==> src/rtl/adc_sampler_pkg.sv <==
// Shared types and helpers for the multichannel ADC scan controller.
package adc_sampler_pkg;

  localparam int unsigned CH_W   = 5;
  localparam int unsigned MAX_CH = 8;

  typedef enum logic [1:0] {
    IDLE,
    ISSUE,
    WAIT_RSP,
    EMIT
  } state_t;

  // Entry idx of a channel map that has been zero-extended to MAX_CH entries.
  function automatic logic [CH_W-1:0] ch_of(input logic [MAX_CH*CH_W-1:0] map,
                                            input logic [2:0]             idx);
    return map[idx*CH_W +: CH_W];
  endfunction

endpackage

==> src/rtl/adc_tick_gen.sv <==
// Frame tick generator: one-cycle pulse every SAMPLE_DIV clocks while enabled.
module adc_tick_gen #(
  parameter int unsigned SAMPLE_DIV = 1000
) (
  input  logic i_clk,
  input  logic i_rst_n,
  input  logic i_en,
  output logic o_tick
);

  localparam int unsigned CNT_W = $clog2(SAMPLE_DIV);

  logic [CNT_W-1:0] r_cnt;
  logic             w_wrap;

  assign w_wrap = (r_cnt == CNT_W'(SAMPLE_DIV - 1));
  assign o_tick = i_en & w_wrap;

  always_ff @(posedge i_clk or negedge i_rst_n) begin
    if (!i_rst_n)              r_cnt <= '0;
    else if (!i_en || w_wrap)  r_cnt <= '0;
    else                       r_cnt <= r_cnt + 1'b1;
  end

endmodule

==> src/rtl/adc_multichannel_sampler.sv <==
// Scan controller: per frame tick, issues 2^AVG_LOG2 conversions per mapped
// channel on the ADC command stream, averages responses, emits a framed stream.
module adc_multichannel_sampler
  import adc_sampler_pkg::*;
#(
  parameter int unsigned                 NUM_CH       = 4,
  parameter logic [NUM_CH*CH_W-1:0]      CH_MAP       = {5'd4, 5'd3, 5'd2, 5'd1},
  parameter int unsigned                 DATA_W       = 12,
  parameter int unsigned                 AVG_LOG2     = 2,
  parameter int unsigned                 SAMPLE_DIV   = 1000,
  parameter int unsigned                 RESP_TIMEOUT = 255
) (
  input  logic              clk_clk,
  input  logic              reset_reset_n,
  input  logic              enable,
  output logic              cmd_valid,
  output logic [CH_W-1:0]   cmd_channel,
  output logic              cmd_sop,
  output logic              cmd_eop,
  input  logic              cmd_ready,
  input  logic              rsp_valid,
  input  logic [CH_W-1:0]   rsp_channel,
  input  logic [DATA_W-1:0] rsp_data,
  output logic              out_valid,
  input  logic              out_ready,
  output logic [DATA_W-1:0] out_data,
  output logic [CH_W-1:0]   out_channel,
  output logic              out_sop,
  output logic              out_eop,
  output logic              busy,
  output logic              err_overrun,
  output logic              err_missed_tick,
  output logic              err_resp,
  input  logic              err_clear
);

  localparam int unsigned IDX_W = (NUM_CH > 1) ? $clog2(NUM_CH) : 1;
  localparam int unsigned CNV_W = (AVG_LOG2 > 0) ? AVG_LOG2 : 1;
  localparam int unsigned ACC_W = DATA_W + AVG_LOG2;
  localparam int unsigned TMO_W = $clog2(RESP_TIMEOUT + 1);

  localparam logic [IDX_W-1:0]         LAST_IDX = IDX_W'(NUM_CH - 1);
  localparam logic [CNV_W-1:0]         LAST_CNV = CNV_W'((1 << AVG_LOG2) - 1);
  localparam logic [TMO_W-1:0]         TMO_LAST = TMO_W'(RESP_TIMEOUT - 1);
  localparam logic [MAX_CH*CH_W-1:0]   MAP_EXT  = (MAX_CH*CH_W)'(CH_MAP);

  state_t             r_state, w_state_nxt;
  logic [IDX_W-1:0]   r_ch_idx, w_idx_nxt;
  logic [CNV_W-1:0]   r_conv, w_conv_nxt;
  logic [ACC_W-1:0]   r_acc, w_acc_nxt;
  logic [TMO_W-1:0]   r_tmo, w_tmo_nxt;

  logic               w_tick;
  logic [CH_W-1:0]    w_cur_ch;
  logic               w_rsp_hit;
  logic [DATA_W-1:0]  w_result;
  logic               w_load, w_overrun, w_resp_err, w_next_ch, w_missed;

  adc_tick_gen #(.SAMPLE_DIV(SAMPLE_DIV)) u_tick (
    .i_clk   (clk_clk),
    .i_rst_n (reset_reset_n),
    .i_en    (enable),
    .o_tick  (w_tick)
  );

  assign w_cur_ch    = ch_of(MAP_EXT, 3'(r_ch_idx));
  assign w_rsp_hit   = rsp_valid && (rsp_channel == w_cur_ch);
  assign w_result    = DATA_W'(r_acc >> AVG_LOG2);
  assign w_missed    = w_tick && (r_state != IDLE);

  assign cmd_valid   = (r_state == ISSUE);
  assign cmd_channel = cmd_valid ? w_cur_ch : '0;
  assign cmd_sop     = cmd_valid;
  assign cmd_eop     = cmd_valid;
  assign busy        = (r_state != IDLE);

  always_comb begin
    w_state_nxt = r_state;
    w_idx_nxt   = r_ch_idx;
    w_conv_nxt  = r_conv;
    w_acc_nxt   = r_acc;
    w_tmo_nxt   = r_tmo;
    w_load      = 1'b0;
    w_overrun   = 1'b0;
    w_resp_err  = 1'b0;
    w_next_ch   = 1'b0;
    case (r_state)
      IDLE: if (w_tick) begin
        w_state_nxt = ISSUE;
        w_idx_nxt   = '0;
        w_conv_nxt  = '0;
        w_acc_nxt   = '0;
      end
      ISSUE: if (cmd_ready) begin
        w_state_nxt = WAIT_RSP;
        w_tmo_nxt   = '0;
      end
      WAIT_RSP: begin
        if (w_rsp_hit) begin
          w_acc_nxt = r_acc + ACC_W'(rsp_data);
          if (r_conv == LAST_CNV) begin
            w_state_nxt = EMIT;
          end else begin
            w_conv_nxt  = r_conv + 1'b1;
            w_state_nxt = ISSUE;
          end
        end else begin
          // A mismatched response flags an error but does not restart the timeout.
          w_resp_err = rsp_valid;
          if (r_tmo == TMO_LAST) begin
            w_resp_err = 1'b1;
            w_next_ch  = 1'b1;
          end else begin
            w_tmo_nxt = r_tmo + 1'b1;
          end
        end
      end
      EMIT: begin
        if (!out_valid || out_ready) w_load    = 1'b1;
        else                         w_overrun = 1'b1;
        w_next_ch = 1'b1;
      end
      default: w_state_nxt = IDLE;
    endcase
    // Shared by EMIT and the timeout abandon path.
    if (w_next_ch) begin
      if (r_ch_idx == LAST_IDX) begin
        w_state_nxt = IDLE;
      end else begin
        w_idx_nxt   = r_ch_idx + 1'b1;
        w_conv_nxt  = '0;
        w_acc_nxt   = '0;
        w_state_nxt = ISSUE;
      end
    end
  end

  always_ff @(posedge clk_clk or negedge reset_reset_n) begin
    if (!reset_reset_n) begin
      r_state  <= IDLE;
      r_ch_idx <= '0;
      r_conv   <= '0;
      r_acc    <= '0;
      r_tmo    <= '0;
    end else begin
      r_state  <= w_state_nxt;
      r_ch_idx <= w_idx_nxt;
      r_conv   <= w_conv_nxt;
      r_acc    <= w_acc_nxt;
      r_tmo    <= w_tmo_nxt;
    end
  end

  always_ff @(posedge clk_clk or negedge reset_reset_n) begin
    if (!reset_reset_n) begin
      out_valid   <= 1'b0;
      out_data    <= '0;
      out_channel <= '0;
      out_sop     <= 1'b0;
      out_eop     <= 1'b0;
    end else if (w_load) begin
      out_valid   <= 1'b1;
      out_data    <= w_result;
      out_channel <= w_cur_ch;
      out_sop     <= (r_ch_idx == '0);
      out_eop     <= (r_ch_idx == LAST_IDX);
    end else if (out_ready) begin
      out_valid   <= 1'b0;
    end
  end

  always_ff @(posedge clk_clk or negedge reset_reset_n) begin
    if (!reset_reset_n) begin
      err_overrun     <= 1'b0;
      err_missed_tick <= 1'b0;
      err_resp        <= 1'b0;
    end else begin
      err_overrun     <= w_overrun  | (err_overrun     & ~err_clear);
      err_missed_tick <= w_missed   | (err_missed_tick & ~err_clear);
      err_resp        <= w_resp_err | (err_resp        & ~err_clear);
    end
  end

endmodule

==> config.mk <==
export PLATFORM = sky130hd
export DESIGN_NAME = adc_multichannel_sampler
export DESIGN_NICKNAME = d
export VERILOG_FILES = /design/src/rtl/adc_sampler_pkg.sv /design/src/rtl/adc_tick_gen.sv /design/src/rtl/adc_multichannel_sampler.sv
export SDC_FILE = /design/constraint.sdc
export NUM_CORES = 1
export LEC_CHECK = 0
export BUFFER_PORTS_ARGS = -buffer_cell sky130_fd_sc_hd__buf_4
export CAP_MARGIN = 25
export CORE_MARGIN = 5
export CORE_UTILIZATION = 45
export DETAILED_ROUTE_END_ITERATION = 10
export PLACE_DENSITY = 0.66
export SETUP_SLACK_MARGIN = 0.05
export SLEW_MARGIN = 20
export SYNTH_ARGS = -nofsm -noshare
export SYNTH_HDL_FRONTEND = slang
export SYNTH_SLANG_ARGS = --single-unit
==> constraint.sdc <==
create_clock -name clk_clk -period 3 [get_ports clk_clk]
set_clock_uncertainty 0.2 [all_clocks]
set_input_delay 0.6 -clock clk_clk [delete_from_list [all_inputs] [get_ports clk_clk]]
set_output_delay 0.6 -clock clk_clk [all_outputs]
set_load 0.02 [all_outputs]
# Word-level counts from Yosys, hierarchy flattened
# Index checks and enable logic that the tools add are counted.
[totals] ff_bits=61 latch_bits=0 ramBits=0 mem_bits_ro=0 input_bits=24 output_inout_bits=32 elab_cells=97 memories=0
[classes] n_addsub=5 mul=1 div_mod_pow=0 magnitude_cmp=0 n_eq_ne=14 shifts=1 muxes=40 bitwise=8 n_reduce_logical=14
[ops] op="14-bit two-way mux" count=4
[ops] op="40-bit by 6-bit variable part select with 5-bit output, first input constant" count=1
[ops] op="2-bit two-way mux" count=14
[ops] op="14-bit case mux with 2 select lines" count=1
[ops] op="8-bit two-way mux" count=3
[ops] op="8-bit case mux with 2 select lines" count=1
[ops] op="14-bit by 12-bit adder with 14-bit output" count=1
[ops] op="1-bit two-way mux" count=12
[ops] op="10-bit by 1-bit adder with 10-bit output, second input constant" count=1
[ops] op="10-bit == test, second input constant" count=1
[ops] op="10-bit two-way mux" count=1
[ops] op="8-bit by 1-bit adder with 8-bit output, second input constant" count=1
[ops] op="2-bit == test, second input constant" count=4
[ops] op="8-bit == test, second input constant" count=1
[ops] op="4-bit AND reduction" count=2
[ops] op="3-bit inequality test, second input constant" count=2
[ops] op="2-bit case mux with 3 select lines" count=1
[ops] op="2-bit nonzero test" count=3
[ops] op="5-bit == test" count=1
[ops] op="2-bit by 3-bit multiplier with 5-bit output, second input constant" count=1
[ops] op="5-bit two-way mux" count=1
[ops] op="2-bit by 1-bit adder with 2-bit output, second input constant" count=2
[ops] op="1-bit bitwise AND" count=4
[ops] op="2-bit logical NOT" count=2
[ops] op="other kinds (12)" count=18

# Depth between registers and ports, before layout
[logic_depth] ltp_word=8 depth_mapped=9 mapped_depth_nobuf=9

# Cells and area by module
# A second synthesis with hierarchy kept.
[hier_totals] cells_unflattened=340 hier_area_um2=3385.7
[modules_own_cells] module="adc_multichannel_sampler" instances=1 cells_each=290 area_per_inst_um2=2862.7 seq_area_each_um2=1201.2
[modules_own_cells] module="adc_tick_gen" instances=1 cells_each=50 area_per_inst_um2=523.0 seq_area_each_um2=250.2

# Worst setup path before layout
# Ideal clock, no wire load.
[synth_path] path_kind="input to register" start="in rsp_data[0]" end="reg r_acc[12]" setup_time_ps=82 arrival_time_ps=2383 required_ps=2718 path_slack_ps=335 path_stages=8 n_path_buf=0 cell_sequence="ha_1 inv_1 fa_1 nand2b_1 a21oi_1 o21bai_1 or4_1 a31oi_1"
[synth_via] elab_chain_cells=5
[synth_lines] item="start, declared" line="adc_multichannel_sampler.sv:23" source="input logic [DATA_W-1:0] rsp_data,"
[synth_lines] item="14-bit by 12-bit adder with 14-bit output *" line="adc_multichannel_sampler.sv:100" source="w_acc_nxt = r_acc + ACC_W'(rsp_data);"
[synth_lines] item="14-bit two-way mux *" line="adc_multichannel_sampler.sv:99" source="if (w_rsp_hit) begin"
[synth_lines] item="14-bit case mux with 2 select lines *" line="adc_multichannel_sampler.sv:87" source="case (r_state)"
[synth_lines] item="14-bit two-way mux" line="adc_multichannel_sampler.sv:127" source="if (r_ch_idx == LAST_IDX) begin"
[synth_lines] item="14-bit two-way mux *" line="adc_multichannel_sampler.sv:126" source="if (w_next_ch) begin"
[synth_lines] item="via w_acc_nxt[12]" line="adc_multichannel_sampler.sv:50" source="logic [ACC_W-1:0] r_acc, w_acc_nxt;"
[synth_lines] item="end signal, assigned" line="adc_multichannel_sampler.sv:149" source="r_acc <= w_acc_nxt;"
[synth_lines] item="end, declared" line="adc_multichannel_sampler.sv:50"
# The timed path passes the listed nets; every way through them passes the cells marked *.
# A chain may end at the register's enable or synchronous reset.

# Worst setup path after layout
[layout_path] start="reg r_ch_idx[0]" end="reg r_state[1]"
[layout_via] elab_chain_cells=8 elab_cells_between_ends=12 cone_classes="1 x mul; 4 x eq/ne; 1 x shift; 3 x mux; 3 x reduce/logical"
[layout_lines] item="start, declared" line="adc_multichannel_sampler.sv:48" source="logic [IDX_W-1:0] r_ch_idx, w_idx_nxt;"
[layout_lines] item="start signal, assigned" line="adc_multichannel_sampler.sv:147" source="r_ch_idx <= w_idx_nxt;"
[layout_lines] item="2-bit by 3-bit multiplier with 5-bit output *" line="adc_sampler_pkg.sv:17" source="return map[idx*CH_W +: CH_W];"
[layout_lines] item="40-bit by 6-bit variable part select with 5-bit output *" line="adc_sampler_pkg.sv:17"
[layout_lines] item="via w_cur_ch[0]" line="adc_multichannel_sampler.sv:54" source="logic [CH_W-1:0] w_cur_ch;"
[layout_lines] item="5-bit == test *" line="adc_multichannel_sampler.sv:67" source="assign w_rsp_hit = rsp_valid && (rsp_channel == w_cur_ch);"
[layout_lines] item="1-bit logical AND *" line="adc_multichannel_sampler.sv:67"
[layout_lines] item="1-bit two-way mux" line="adc_multichannel_sampler.sv:99"
[layout_lines] item="1-bit case mux with 2 select lines" line="adc_multichannel_sampler.sv:87"
[layout_lines] item="3-bit inequality test (no line), or another cell as far along"
[layout_lines] item="4-bit AND reduction (no line)"
[layout_lines] item="end signal, assigned" line="adc_multichannel_sampler.sv:146" source="r_state <= w_state_nxt;"
[layout_lines] item="end, declared" line="adc_multichannel_sampler.sv:47" source="state_t r_state, w_state_nxt;"
# Marks and branches as above.

==> impl_metrics.yaml <==
layout:
  most-common-layout-cells: "buf_4, dfrtp_1, nor2_1"
  fin_cells: 521
  seqCellArea_mm2: 0.00145
  final.fill_count: 695
  fin_nets: 462
  layout_commonest_cell: "buf_4"
  multiInputGateArea_mm2: 0.00186
  n_antenna_cell: 0
  syn2layout_area_growth_pct: 22.1
  layout-drive-gt1-share_pct: 24.1
timing:
  rsz0062_at_grt: "false"
  finalSetupTns_ns: 0
  max_freq_mhz: 373
  worst_hold_slack_ns: 0.102
  timing_hold_violations_final: 0
  timing.slew.headroom_pct: 50.9
  period_needed_ns: 2.68
  worst_pin_slew_ns: 0.736
  maxSlewViolCount: 0
  period_share_pct: 89.3
  setup_viol: 0
synthesis:
  synth.largest_area_cell: "dfrtp_1"
  yosys_warnings: 0
  syn_inst: 356
  synth_compound_area_share_pct: 13.9
  synth-seq-area-share_pct: 42.0
  syn_area_per_cell_um2: 9.70
  syn_area_mm2: 0.00345
  synth_adder_area_share_pct: 8.92
  ys_ff_latch: 58
  synthFlopType: "dfrtp_1"
  synth.top_cell.area_share_pct: 42.0
  async_reset_ff_share_pct: 100
  synth_cell_type_count: 59
  synth_edf_count: 0
  synth_top_family_by_area: "simple AND/OR/NAND/NOR gates"
  synthMuxAreaShare_pct: 5.73
  synth_xor_area_share_pct: 5.07
  synth-simple-area-share_pct: 19.6
  synth.area.top_cells: "dfrtp_1, ha_1, mux2_2"
route:
  viasPerCell: 5.30
  firstDrtPassIters: 4
  drt_iter0_markers: 155
  routed-via-count: 2760
  routedWlPerCell_um: 14.9
  detail-route-antenna-nets: 0
  wl_mm: 7.78
  drcViolationCount: 0
placed_design:
  place.gp.congestion: 0.816
  hpwl_mm: 5.64
  dp.cells: 505
  port_buffers: 51
hold_path:
  hold_class: "in -> async"
worst_setup_path:
  path_class: "reg -> reg"
  r2r_cells: 8
  critPathRequiredTime_ns: 3.06
  critPathLaunchType: "flip-flop"
  r2r_start: "r_ch_idx[0]"
  rr_endpoint: "r_state[1]"
  crit_path_end_kind: "flip-flop"
  reg2reg_setup_slack_ns: 0.32
  critPathMaxFanout: 7
  arrival_ns: 2.74
status:
  outcome: "completed"
clock_network:
  cts-root-buf: "clkbuf_8"
  clockBufferDepth: 2
  cts_resized: 0
  cts_sinks: 58
  post_cts_buffers: 0
  cts_tree: "done"
  clk_latency_ns: 0.33
  cts_hold_buffers: 0
  ctsHtreeMaxLevel: 3
  numCtsBuffers: 9
  clk_pin_slew_ns: 0.07
power_and_ir_drop:
  ir_worst_vdd_v: 0.000277
  power_density_mw_per_mm2: 715
  p_leak_nw: 2.01
  fin_total_pwr_mw: 3.01
global_routing:
  grt_pass1_vias: 2734
  grt_use_total_pct: 17.3
  grt_max_degree: 59
  antenna_found_initial: 0
  grt_pass1_wl_mm: 13.5
  overflow: 0
floorplan:
  coreArea_mm2: 0.00761
  num_rows: 32
  initial_core_util_pct: 45.4
  die-height_um: 97.6
  die_area_mm2: 0.00952
  io_pins: 56
  die_w_um: 97.6
job:
  cap_violations: 0
==> cell usage after synthesis, types with 2 or more instances <==
cell,number
a211oi_1,2
a21oi_1,16
a22oi_1,7
a31oi_1,2
a32oi_1,2
and2_1,5
and3_1,6
buf_2,2
buf_4,7
clkbuf_1,5
dfrtp_1,58
ha_1,23
inv_1,18
mux2_2,14
mux2i_1,4
nand2_1,21
nand2b_1,7
nand3_1,13
nand3b_1,2
nand4_1,8
nor2_1,41
nor2b_1,2
nor3_1,5
nor3b_1,2
nor4_1,6
o211ai_1,4
o21ai_0,15
o21bai_1,2
o22ai_1,5
or2_2,3
or3_1,2
or4_1,2
xnor2_1,11
xor2_1,9
==> critical path, cell delays in order (launching register included) <==
cell and delay, ns:
dfrtp_1 0.47, inv_1 0.07, ha_1 0.35, xnor2_1 0.24, nand4_1 0.32, nand2_1 0.20, o311ai_0 0.17, a221oi_2 0.36
mux2i_1 0.22
==> sequential cells by signal (all words and copies together) (netlist names) <==
name             cells
err_resp             1
out_data            12
r_tmo                8
r_state              2
u_tick.r_cnt        10
out_channel          3
err_overrun          1
out_sop              1
r_acc               14
r_conv               2
out_valid            1
r_ch_idx             2
err_missed_tick      1
==> area by class of cell <==
cell class / count / share of cell area [%]
clock inverter: 5 / 2.97
timing repair buffer: 59 / 10.5
clock buffer: 11 / 3.36
tap: 102 / 3.03
inverter: 18 / 1.60
sequential: 58 / 34.4
multi-input combinational: 268 / 44.1
==> per-stage QoR <==
step	area, µm²	setup WS, ns	utilization (%)
floorplan	3460	0.335	-
global placement	3940	0.204	51.8
detailed placement	3940	0.160	51.8
CTS	4210	0.341	55.3
global route	4210	0.0894	55.4
finish	4210	0.320	55.4
==> routing by layer <==
metal | track usage (%) | up-vias | routed length (µm)
li1 | - | 1379 | -
met1 | 24.2 | 1305 | 3740
met2 | 25.6 | 69 | 3570
met3 | 4.95 | 7 | 414
met4 | 5.75 | 0 | 58
met5 | 0 | - | 0
==> how the worst max path moves through the flow <==
stage           startpoint          to  slack, ns  depth (start not counted)
2_1_floorplan  rsp_data[0]   r_acc[12]       0.33                          8
3_3_place_gp   rsp_data[0]   r_acc[12]       0.20                          9
3_5_place_dp   rsp_data[0]   r_acc[12]       0.16                          9
4_1_cts        r_ch_idx[0]   r_acc[11]       0.34                          8
5_1_grt        r_ch_idx[0]  r_state[1]       0.09                          8
6_report       r_ch_idx[0]  r_state[1]       0.32                          8
==> cells by family after synthesis <==
| logic type | count (synthesis) |
|---|---|
| AO/OA/AOI/OAI | 71 |
| XOR/XNOR | 20 |
| adder cells (fa/ha/maj) | 24 |
| buffers and inverters | 33 |
| flip-flops | 58 |
| multiplexers | 18 |
| other | 1 |
| AND/OR/NAND/NOR | 131 |
==> where the power goes <==
| group | leakage, nW | internal (mW) | switching (mW) | total (mW) |
|---|---|---|---|---|
| sequential | 0.792 | 0.873 | 0.0814 | 0.955 |
| combinational | 1.09 | 0.447 | 0.634 | 1.08 |
| clock | 0.134 | 0.658 | 0.321 | 0.979 |
| total | 2.01 | 1.98 | 1.04 | 3.01 |
Note: power is estimated with default switching activity, not from simulation.
